===== src/rtl/hscan_timing.sv =====
// hscan_timing - horizontal scan timing generator (640x480 VGA).
//
// Divides the board clock to the pixel rate, counts pixels across a line and
// produces blanking, sync, visible X coordinate, an end-of-line strobe and a
// line clock for the vertical counter. Every output is a flop.
//
// Optional feature macro: HSCAN_DIV2_EN
//   defined   : pen is high on alternate clkh cycles (divide-by-2)
//   undefined : pen is high every cycle after reset (no divider)
//
// Ports:
//   clkh   in   board clock, rising edge
//   clrh   in   synchronous active-high reset
//   cntrh  out  [9:0] pixel count 0..H_TOTAL-1
//   pen    out  pixel enable (high on cycles where the count just stepped)
//   hr     out  horizontal blank (0 only in the visible region)
//   hrs    out  horizontal sync, active-high
//   xpos   out  [9:0] visible X coordinate, 0 outside visible region
//   lend   out  one-cycle strobe when cntrh wraps to 0
//   lclk   out  line clock, rises on the wrap to 0
module hscan_timing #(
    parameter int H_BP    = 48,
    parameter int H_ACT   = 640,
    parameter int H_FP    = 16,
    parameter int H_TOTAL = 800
) (
    input  logic       clkh,
    input  logic       clrh,
    output logic [9:0] cntrh,
    output logic       pen,
    output logic       hr,
    output logic       hrs,
    output logic [9:0] xpos,
    output logic       lend,
    output logic       lclk
);

    localparam logic [9:0] VIS_LO  = 10'(H_BP);
    localparam logic [9:0] VIS_HI  = 10'(H_BP + H_ACT);        // first front-porch count
    localparam logic [9:0] SYNC_LO = 10'(H_BP + H_ACT + H_FP);  // first sync count
    localparam logic [9:0] LAST    = 10'(H_TOTAL - 1);
    localparam logic [9:0] HALF    = 10'(H_TOTAL / 2);

    logic [9:0] cnt_q, cnt_d;
    logic [9:0] xpos_q, xpos_d;
    logic       pen_q, pen_d;
    logic       hr_q, hr_d;
    logic       hrs_q, hrs_d;
    logic       lend_q, lend_d;
    logic       lclk_q, lclk_d;
    logic       wrap;
`ifdef HSCAN_DIV2_EN
    logic       phase_q, phase_d;
`endif

    always_comb begin
`ifdef HSCAN_DIV2_EN
        // pen lags the phase bit by one cycle, so the first pen after reset
        // lands on the second edge.
        phase_d = ~phase_q;
        pen_d   = phase_q;
`else
        pen_d   = 1'b1;
`endif
        wrap   = (cnt_q == LAST);
        cnt_d  = cnt_q;
        if (pen_d) cnt_d = wrap ? 10'd0 : cnt_q + 10'd1;
        lend_d = pen_d && wrap;

        // Decode from the next count so outputs line up with cntrh.
        hr_d   = !((cnt_d >= VIS_LO) && (cnt_d < VIS_HI));
        hrs_d  = (cnt_d >= SYNC_LO);
        xpos_d = hr_d ? 10'd0 : cnt_d - VIS_LO;
        lclk_d = (cnt_d < HALF);
    end

    always_ff @(posedge clkh) begin
        if (clrh) begin
`ifdef HSCAN_DIV2_EN
            phase_q <= 1'b0;
`endif
            cnt_q  <= 10'd0;
            pen_q  <= 1'b0;
            hr_q   <= 1'b1;
            hrs_q  <= 1'b0;
            xpos_q <= 10'd0;
            lend_q <= 1'b0;
            lclk_q <= 1'b1;   // matches count 0, so reset never makes a rising edge
        end else begin
`ifdef HSCAN_DIV2_EN
            phase_q <= phase_d;
`endif
            cnt_q  <= cnt_d;
            pen_q  <= pen_d;
            hr_q   <= hr_d;
            hrs_q  <= hrs_d;
            xpos_q <= xpos_d;
            lend_q <= lend_d;
            lclk_q <= lclk_d;
        end
    end

    assign cntrh = cnt_q;
    assign pen   = pen_q;
    assign hr    = hr_q;
    assign hrs   = hrs_q;
    assign xpos  = xpos_q;
    assign lend  = lend_q;
    assign lclk  = lclk_q;

endmodule


===== config.mk =====
export PLATFORM = sky130hd
export DESIGN_NAME = hscan_timing
export DESIGN_NICKNAME = d
export VERILOG_FILES = /design/src/rtl/hscan_timing.sv
export SDC_FILE = /design/constraint.sdc
export NUM_CORES = 1
export LEC_CHECK = 0
export BUFFER_PORTS_ARGS = -buffer_cell sky130_fd_sc_hd__buf_2
export CORE_UTILIZATION = 47
export CTS_BUF_LIST = sky130_fd_sc_hd__clkbuf_8 sky130_fd_sc_hd__clkbuf_16
export DETAILED_ROUTE_END_ITERATION = 8
export HOLD_SLACK_MARGIN = 0.03
export PLACE_DENSITY = 0.8
export SETUP_SLACK_MARGIN = 0.4
export SLEW_MARGIN = 20
export SYNTH_ARGS = -nofsm -noshare
export SYNTH_HDL_FRONTEND = slang
export SYNTH_SLANG_ARGS = --single-unit
export TNS_END_PERCENT = 100

===== constraint.sdc =====
create_clock -name clkh -period 2.8 [get_ports clkh]
set_input_delay 0.28 -clock clkh [delete_from_list [all_inputs] [get_ports clkh]]
set_output_delay 0.28 -clock clkh [all_outputs]
set_load 0.005 [all_outputs]

==> results of run 1 <==
-- layer usage --
metal	vias up	share of wire, %	routed length [um]
met5	-	0	0
met4	0	4.1	137
met3	17	6.1	204
met2	62	47	1550
met1	542	43	1430
li1	517	-	-
-- worst max-delay path, cell delays in order (launching register included) --
cell and delay [ns]:
dfxtp_4 0.37, ha_4 0.13, and4_4 0.22, nand2_4 0.06, nor3_4 0.15, or2_4 0.16
inv_2 0.04, ha_4 0.15, and2_4 0.15, a311o_1 0.28, o221ai_2 0.08, nand2_1 0.10
mux2_4 0.32, or2_1 0.21
-- stage by stage --
step	hold WS [ns]	cells	setup WS, ns
4_1_cts	0.392	189	0.241
6_report	0.405	197	0.293
2_1_floorplan	0.469	120	0.211
3_3_place_gp	0.474	173	0.135
5_1_grt	0.423	197	0.196
3_5_place_dp	0.482	173	0.0445
-- cells in the mapped netlist, drive strengths merged --
| cell | number | area share (%) |
|---|---|---|
| nor2b | 5 | 2.7 |
| o211ai | 3 | 3.1 |
| inv | 6 | 1.9 |
| and2 | 2 | 1.1 |
| a311o | 1 | 0.85 |
| clkbuf | 3 | 0.96 |
| a32oi | 1 | 0.74 |
| o221ai | 1 | 0.74 |
| a31oi | 1 | 1.1 |
| a21oi | 2 | 1.2 |
| nand3 | 5 | 2.1 |
| nand2 | 10 | 3.2 |
| nor2 | 10 | 3.2 |
| ha | 4 | 4.3 |
| a211oi | 1 | 0.64 |
| nor4 | 1 | 0.53 |
| and3b | 1 | 0.74 |
| o21bai | 1 | 0.64 |
| xor2 | 5 | 3.7 |
| nand3b | 1 | 0.64 |
| mux2 | 1 | 1.3 |
| a31o | 1 | 1.5 |
| o211a | 1 | 0.85 |
| xnor2 | 4 | 3.0 |
| nor4b | 1 | 1.3 |
| and4 | 2 | 1.7 |
| buf | 3 | 2.0 |
| o311a | 1 | 1.8 |
| and3 | 3 | 1.6 |
| a211o | 1 | 0.74 |
| dfxtp | 25 | 43 |
| nor3b | 2 | 2.1 |
| or2 | 2 | 1.1 |
| nor3 | 7 | 3.8 |
| o21ai | 2 | 0.85 |
-- cells by family (layout without fill, tap and decap cells) --
kind of cell | after synthesis | in the layout | share of synthesized area [%]
flops | 25 | 25 | 42.5
compound gates | 17 | 17 | 14.7
fa+ha+maj | 4 | 4 | 4.25
mux | 1 | 2 | 1.27
xor+xnor | 9 | 9 | 6.69
simple gates | 52 | 52 | 25.7
buf+inv | 12 | 60 | 4.89
-- registers in the layout, indices dropped and copies added, names as in the netlist --
signal  cells
cntrh      10
pen         1
lend        1
hr          1
hrs         1
xpos       10
lclk        1
-- worst paths after layout --
| path | to | slack [ns] | depth (start not counted) |
|---|---|---|---|
| max reg2reg | hr | 0.29 | 13 |
| max | hr | 0.29 | 13 |
| min | cntrh[2] | 0.40 | 2 |
| min reg2reg | lend | 0.61 | 2 |
-- repair_timing --
action	4_1_cts	5_1_grt
buffers inserted	11	8
cloned	1	0
pin swaps	4	10
setup endpoints to repair	10	11
gates resized for setup	3	13
-- layout make-up --
cell class / instances / area, um2 / share of cell area (%)
Timing Repair Buffer: 50 / 310 / 18.7
Multi-Input combinational cell: 84 / 731 / 44.0
Tap cell: 28 / 35.0 / 2.11
Inverter: 6 / 22.5 / 1.36
Sequential cell: 25 / 517 / 31.1
Clock buffer: 3 / 41.3 / 2.49
Clock inverter: 1 / 3.75 / 0.226
-- report_power, final --
part / switching, mW / internal [mW] / total [mW] / leakage (nW)
combinational: 0.0504 / 0.0477 / 0.0981 / 0.515
sequential: 0.00875 / 0.370 / 0.378 / 0.207
clock: 0.112 / 0.0983 / 0.210 / 0.0269
total: 0.171 / 0.516 / 0.686 / 0.749
==> metrics.csv, run 1 <==
stage;metric;value;unit
clocking;CTS Buffer Depth;2;
timing;Relative slew margins;66.4;%
floorplan;Die X;52.1;um
logic_synthesis;Seq cells post-synth;25;
cells_and_area;Ant. Diodes;0;
timing;# setup viols final;0;
floorplan;die area;0.00271;mm2
global_route;Tot GR Track Use;26.0;%
logic_synthesis;Post-Syn Area;0.00118;mm2
power;worst vdd ir;0.398;mV
global_route;initial antenna violation count;0;
global_route;first-pass GRT wire length;4880;um
cells_and_area;commonest cells after routing, fill and taps aside;buf_2 (26), buf_4 (24), dfxtp_1 (20), nand2_1 (8), nor2_1 (8);
timing;setup tns final;0;ns
place;hpwl dp;1780;um
global_route;number of global-route vias before repair;1008;
job;Max-cap violations;0;
timing;fin crit share;89.5;%
power;Power Dens Cells;413;mW/mm2
drt;DR pass1 iterations;4;
global_route;GRT overflow;0;
setup_path;startpoint types;flip-flop;
floorplan;Initial Utilization;51.7;%
drt;post-DR wirelength/cell;16.9;um
clocking;hold_buf cts;0;
clocking;CTS buffer count;3;
setup_path;worst r2r src;cntrh[0];
power;Power, Total;0.686;mW
timing;Period minus WS final;2.51;ns
setup_path;crit end category;flip-flop;
min_path;Hold WC Path Type;in2reg;
setup_path;kind of critical path;reg2reg;
timing;clock skew;0.00284;ns
drt;Detail Route Antenna Nets;0;
cells_and_area;fin util;73.0;%
timing;worst slew pin tran;0.503;ns
clocking;clock latency on the worst-skew pair;0.27;ns
global_route;met2 usage;40.8;%
setup_path;worst path arrival time;2.67;ns
logic_synthesis;Post-Syn Instances;120;
setup_path;Worst setup startpoint;cntrh[0];
status;status;finished, final reports clean;
global_route;GRT met3 Usage;6.73;%
clocking;CTS tree;yes;
clocking;# H-tree levels;1;
logic_synthesis;sequential-to-total area share from yosys stat;42.5;%
setup_path;crit-path max FO;5;
drt;Iter 0 DRT Violations;41;
cells_and_area;layout cells sized above 1;51.5;%
drt;DRC errors left;0;
place;IO Port Bufs;26;
timing;FMAX;399;MHz
timing;Final Hold Viols;0;
clocking;clk slew on worst S/H paths;0.08;ns
power;Leakage;0.749;nW
logic_synthesis;Netlist cell types;42;
cells_and_area;Layout Area Growth over Synthesis;41.0;%
timing;Max Slew Vio Count;0;
floorplan;num rows;17;
drt;vias;1138;
logic_synthesis;synthesized net count;126;
cells_and_area;commonest non-fill, non-tap cell in the layout;buf_2;
cells_and_area;# fillers;142;
global_route;pin count of the biggest net entering global routing;20;
place;Placer Congestion;0.794;
clocking;clk root buf;clkbuf_8;
drt;drt via density;5.78;
clocking;Num Clock Sinks;25;
logic_synthesis;YS warnings;0;
global_route;Most Used Layer, Global Route;met2;
floorplan;core area;0.00228;mm2
drt;WL final;3330;um
cells_and_area;design area;0.00166;mm2
setup_path;data required time of the worst path;2.97;ns
place;Post-DP Area;0.00141;mm2
min_path;hold_sp;clrh;
floorplan;Die Y;52.1;um
floorplan;I/O pins;27;
cells_and_area;fin nets;176;
global_route;met1 Usage GRT;30.7;%
timing;RSZ-0062 raised after global routing;true;
logic_synthesis;Mapped Avg Cell Area;9.81;um2
(Power assumes the default switching activity.)
==> inputs of run 2 (changes only) <==
CELL_PAD_IN_SITES_DETAIL_PLACEMENT = 1   (was not set)
CELL_PAD_IN_SITES_GLOBAL_PLACEMENT = 1   (was not set)
CORE_UTILIZATION = 36   (was 47)
SKIP_CTS_REPAIR_TIMING = 1   (was not set)
==> run 2 against run 1 <==
- power fell by 1.9%
- count of clock-buffer cells in the layout unchanged
- worst hold slack improved by 0.0070 ns
- register-to-register slack lost 0.29 ns
- critical path depth did not move
- flip-flop and latch count did not move
- non-clock buffer count decreased by 6
- first-iteration DRC count fell by 27%
- critical endpoint unchanged
- final cell count up 4.6%
- clock skew about the same
==> metrics.csv, run 2 (synthesis gave the netlist of run 1 again) <==
stage;metric;value;unit
place;Placer Congestion;0.784;
setup_path;crit end category;flip-flop;
clocking;CTS Buffer Depth;2;
timing;worst slew pin tran;0.486;ns
global_route;first-pass GRT wire length;4490;um
setup_path;CP Buf/Inv Count;1;
setup_path;CP peak stage delay;0.40;ns
drt;vias;1032;
min_path;hold_sp;clrh;
setup_path;r2r endpoint;hr;
setup_path;CP delay by family, top;simple AND/OR/NAND/NOR gates;
clocking;CTS tree;yes;
setup_path;Reg2Reg Depth;13;
floorplan;I/O pins;27;
cells_and_area;fin nets;169;
global_route;GRT overflow;0;
drt;post-DR wirelength/cell;15.6;um
min_path;Hold WC Path Type;in2reg;
place;hpwl dp;2020;um
setup_path;crit-path max FO;8;
global_route;number of global-route vias before repair;909;
setup_path;startpoint types;flip-flop;
setup_path;critical path's most frequent cell;ha_4;
timing;clock skew;0.00276;ns
setup_path;CP max stage cell;dfxtp_4;
drt;drt via density;5.01;
floorplan;die area;0.00350;mm2
timing;setup tns final;0;ns
timing;Max Slew Vio Count;0;
floorplan;Initial Utilization;38.3;%
min_path;Worst Hold Endpoint;cntrh[2];
cells_and_area;register area;508;um2
timing;fin crit share;99.9;%
setup_path;worst path cell trace;ha_4 -> and4_4 -> nand2_4 -> nor3_4 -> or2_4 -> inv_4 -> ha_4 -> and2_4 -> a311o_1 -> o221ai_2 -> nand2_1 -> mux2_4 -> or2_1;
timing;Period minus WS final;2.80;ns
setup_path;data required time of the worst path;2.96;ns
timing;RSZ-0062 raised after global routing;true;
power;worst vdd ir;0.254;mV
power;Leakage;0.704;nW
place;DP Worst Slack;0.00722;ns
timing;# setup viols final;0;
job;Max-cap violations;0;
timing;slack of the critical path;0.00207;ns
global_route;pin count of the biggest net entering global routing;20;
setup_path;worst reg2reg setup slack;0.002;ns
floorplan;core area;0.00308;mm2
setup_path;worst path arrival time;2.96;ns
cells_and_area;commonest non-fill, non-tap cell in the layout;buf_2;
global_route;initial antenna violation count;0;
drt;DR pass1 iterations;4;
cells_and_area;commonest cells after routing, fill and taps aside;buf_2 (26), dfxtp_1 (23), buf_4 (18), nor2_1 (10), nand2_1 (9);
floorplan;num rows;20;
setup_path;kind of critical path;reg2reg;
drt;WL final;3220;um
place;IO Port Bufs;26;
cells_and_area;layout cells sized above 1;43.2;%
cells_and_area;# fillers;371;
clocking;clock latency on the worst-skew pair;0.26;ns
clocking;clk slew on worst S/H paths;0.08;ns
clocking;# H-tree levels;1;
clocking;Num Clock Sinks;25;
cells_and_area;Layout Area Growth over Synthesis;34.0;%
cells_and_area;Multi-input gate area;679;um2
global_route;Tot GR Track Use;17.5;%
clocking;CTS buffer count;3;
power;Power Dens Cells;427;mW/mm2
drt;Detail Route Antenna Nets;0;
floorplan;Die Y;59.2;um
drt;Iter 0 DRT Violations;30;
timing;FMAX;357;MHz
drt;DRC errors left;0;
cells_and_area;Ant. Diodes;0;
floorplan;Die X;59.2;um
setup_path;worst r2r src;cntrh[0];
min_path;Worst Hold Depth;2;
power;Power, Total;0.674;mW
timing;Relative slew margins;67.5;%
status;status;finished, final reports clean;
timing;Final Hold Viols;0;
clocking;clk root buf;clkbuf_8;
[run 2: changes by cell type in the layout (fill, tap and decap cells not counted), moves of 2 or more]
cell,previous run,this run
dfxtp_1,20,23
dfxtp_4,4,2
buf_4,24,18
nor2_1,8,10
inv_2,2,0
[run 2: per-layer routing]
metal  GRT usage, %  part of all wire, %
met5              0                    0
met3           3.28                  2.8
met1           23.3                   44
met4           4.08                 0.96
met2           29.1                   52
[run 2: stage by stage]
stage | area [um2] | std cells | util [%] | hold slack (ns)
3_5_place_dp | 1430 | 189 | 46.3 | 0.493
2_1_floorplan | 1240 | 120 | - | 0.469
5_1_grt | 1580 | 206 | 51.3 | 0.434
6_report | 1580 | 206 | 51.3 | 0.412
3_3_place_gp | 1430 | 189 | 46.3 | 0.475
4_1_cts | 1470 | 193 | 47.8 | 0.404
[run 2: report_power, final]
part | switching (mW) | leakage, nW | internal [mW] | total (mW)
logic | 0.0427 | 0.472 | 0.0426 | 0.0852
registers | 0.0107 | 0.205 | 0.371 | 0.382
clock network | 0.108 | 0.0269 | 0.0980 | 0.206
total | 0.162 | 0.704 | 0.512 | 0.674
[run 2: worst max path at each step]
stage | start | endpoint | slack [ns] | depth (start not counted)
floorplan | cntrh[1] | hr | 0.21 | 14
global placement | cntrh[1] | hr | 0.12 | 13
detailed placement | cntrh[1] | hr | 0.007 | 13
CTS | cntrh[1] | hr | -0.009 | 13
global route | cntrh[0] | hr | -0.08 | 13
finish | cntrh[0] | hr | 0.002 | 13
[run 2: layout make-up]
| class | instances | area share (%) |
|---|---|---|
| clock buffer | 3 | 2.62 |
| timing repair buffer | 44 | 16.8 |
| inverter | 6 | 1.59 |
| tap | 44 | 3.49 |
| sequential | 25 | 32.2 |
| clock inverter | 1 | 0.238 |
| multi-input combinational | 83 | 43.1 |
==> inputs of run 3 (changes only) <==
CORE_MARGIN = 3   (was not set)
PLACE_DENSITY = 0.77   (was 0.8)
==> run 3 against run 2 <==
- cell area is 2.1% lower
- register-to-register slack better by 0.11 ns
- highest routed layer unchanged
- largest cell class unchanged
- sequential power hardly changed
- via count is 3.7% lower
- utilization is 1.1 points lower
- count of clock-buffer cells in the layout stayed put
==> metrics.csv, run 3 (synthesis gave the netlist of run 1 again) <==
stage;metric;value;unit
status;status;finished, final reports clean;
place;IO Port Bufs;26;
timing;# setup viols final;0;
floorplan;core area;0.00308;mm2
clocking;CTS Buffer Depth;2;
timing;RSZ-0062 raised after global routing;true;
clocking;clk slew on worst S/H paths;0.08;ns
drt;Detail Route Antenna Nets;0;
power;Power Dens Cells;434;mW/mm2
place;hpwl dp;2160;um
floorplan;Initial Utilization;38.3;%
setup_path;CP peak stage delay;0.40;ns
setup_path;CP max stage cell;dfxtp_4;
clocking;# H-tree levels;1;
setup_path;crit-path max FO;7;
cells_and_area;fin util;50.2;%
timing;FMAX;371;MHz
timing;fin crit share;96.1;%
timing;Relative slew margins;71.7;%
power;share of total power in the clock network;31.1;%
global_route;first-pass GRT wire length;4860;um
setup_path;startpoint types;flip-flop;
timing;setup tns final;0;ns
clocking;CTS buffer count;3;
timing;Final Hold Viols;0;
power;Internal Pwr Total;0.509;mW
power;sequential group share of total power;57.0;%
power;sw power;0.162;mW
floorplan;num rows;20;
power;Leakage;0.683;nW
drt;DRC errors left;0;
setup_path;worst reg2reg setup slack;0.11;ns
setup_path;data required time of the worst path;2.97;ns
global_route;GRT overflow;0;
clocking;clk root buf;clkbuf_8;
global_route;Tot GR Track Use;15.4;%
power;combinational share of power;11.9;%
drt;drt via density;4.92;
setup_path;critical path's most frequent cell;ha_4;
power;worst vdd ir;0.238;mV
timing;clock skew;0.00261;ns
global_route;initial antenna violation count;0;
cells_and_area;Layout Area Growth over Synthesis;31.2;%
min_path;Hold WC Path Type;in2reg;
floorplan;die area;0.00399;mm2
floorplan;I/O pins;27;
cells_and_area;Ant. Diodes;0;
drt;WL final;3030;um
drt;post-DR wirelength/cell;15.0;um
clocking;CTS tree;yes;
power;switch share;24.1;%
clocking;Num Clock Sinks;25;
place;Placer Congestion;0.741;
cells_and_area;layout cells sized above 1;41.8;%
setup_path;worst path cell trace;ha_4 -> and4_4 -> nand2_4 -> nor3_4 -> or2_4 -> inv_2 -> ha_4 -> and2_4 -> a311o_1 -> o221ai_2 -> nand2_1 -> mux2_4 -> or2_1;
setup_path;crit end category;flip-flop;
clocking;clock latency on the worst-skew pair;0.27;ns
floorplan;Die X;63.2;um
drt;Iter 0 DRT Violations;14;
cells_and_area;fin nets;165;
drt;vias;994;
cells_and_area;commonest cells after routing, fill and taps aside;buf_2 (26), dfxtp_1 (22), buf_4 (13), nor2_1 (10), nand2_1 (9);
job;Max-cap violations;0;
floorplan;Die Y;63.2;um
timing;worst slew pin tran;0.424;ns
drt;DR pass1 iterations;4;
setup_path;worst path arrival time;2.86;ns
setup_path;kind of critical path;reg2reg;
cells_and_area;commonest non-fill, non-tap cell in the layout;buf_2;
global_route;pin count of the biggest net entering global routing;20;
timing;Period minus WS final;2.69;ns
global_route;number of global-route vias before repair;998;
timing;Max Slew Vio Count;0;
==> run 3: critical path: cells and delay by family (launching register included) <==
family / cells / cell delay, ns
AOI/OAI and AO/OA: 2 / 0.35
adders and majority gates: 2 / 0.30
buffers and inverters: 1 / 0.04
DFF: 1 / 0.40
muxes: 1 / 0.32
and+or+nand+nor: 7 / 1.15
==> run 3: final cells by class <==
cell class                      count  area (um2)
Multi-Input combinational cell     84         686
Inverter                            6        22.5
Clock buffer                        3        41.3
Fill cell                         372        1530
Tap cell                           44        55.1
Clock inverter                      1        3.75
Sequential cell                    25         509
Timing Repair Buffer               39         228
==> run 3: routing by layer <==
metal | up-vias | part of all wire (%) | global-route usage [%]
met3 | 5 | 3.0 | 3.74
li1 | 490 | - | -
met5 | - | 0 | 0
met4 | 0 | 1.7 | 6.47
met2 | 17 | 49 | 25.2
met1 | 482 | 46 | 19.3
==> run 3: per-stage QoR <==
step	area, um2	instances	power, mW	hold WS, ns	worst slack (ns)
6_report	1550	202	0.670	0.409	0.108
5_1_grt	1550	202	0.709	0.417	-0.0360
4_1_cts	1470	193	0.674	0.410	0.0000160
3_5_place_dp	1430	189	0.464	0.479	0.0158
3_3_place_gp	1430	189	0.461	0.476	0.116
2_1_floorplan	1240	120	0.433	0.469	0.211
==> run 3: path summary, 6_finish.rpt <==
kind	cells past startpoint	end	start
max	13	hr	cntrh[0]
min reg2reg	1	cntrh[0]	cntrh[0]
max reg2reg	13	hr	cntrh[0]
min	2	cntrh[4]	clrh
==> run 3: power groups by stage <==
stage / clock network, mW / logic (mW) / registers, mW
after global routing: 0.236 / 0.0879 / 0.385
after floorplan: 0 / 0.0405 / 0.393
after detailed placement: 0 / 0.0726 / 0.391
final: 0.208 / 0.0797 / 0.382
after global placement: 0 / 0.0709 / 0.390
after CTS: 0.218 / 0.0732 / 0.383
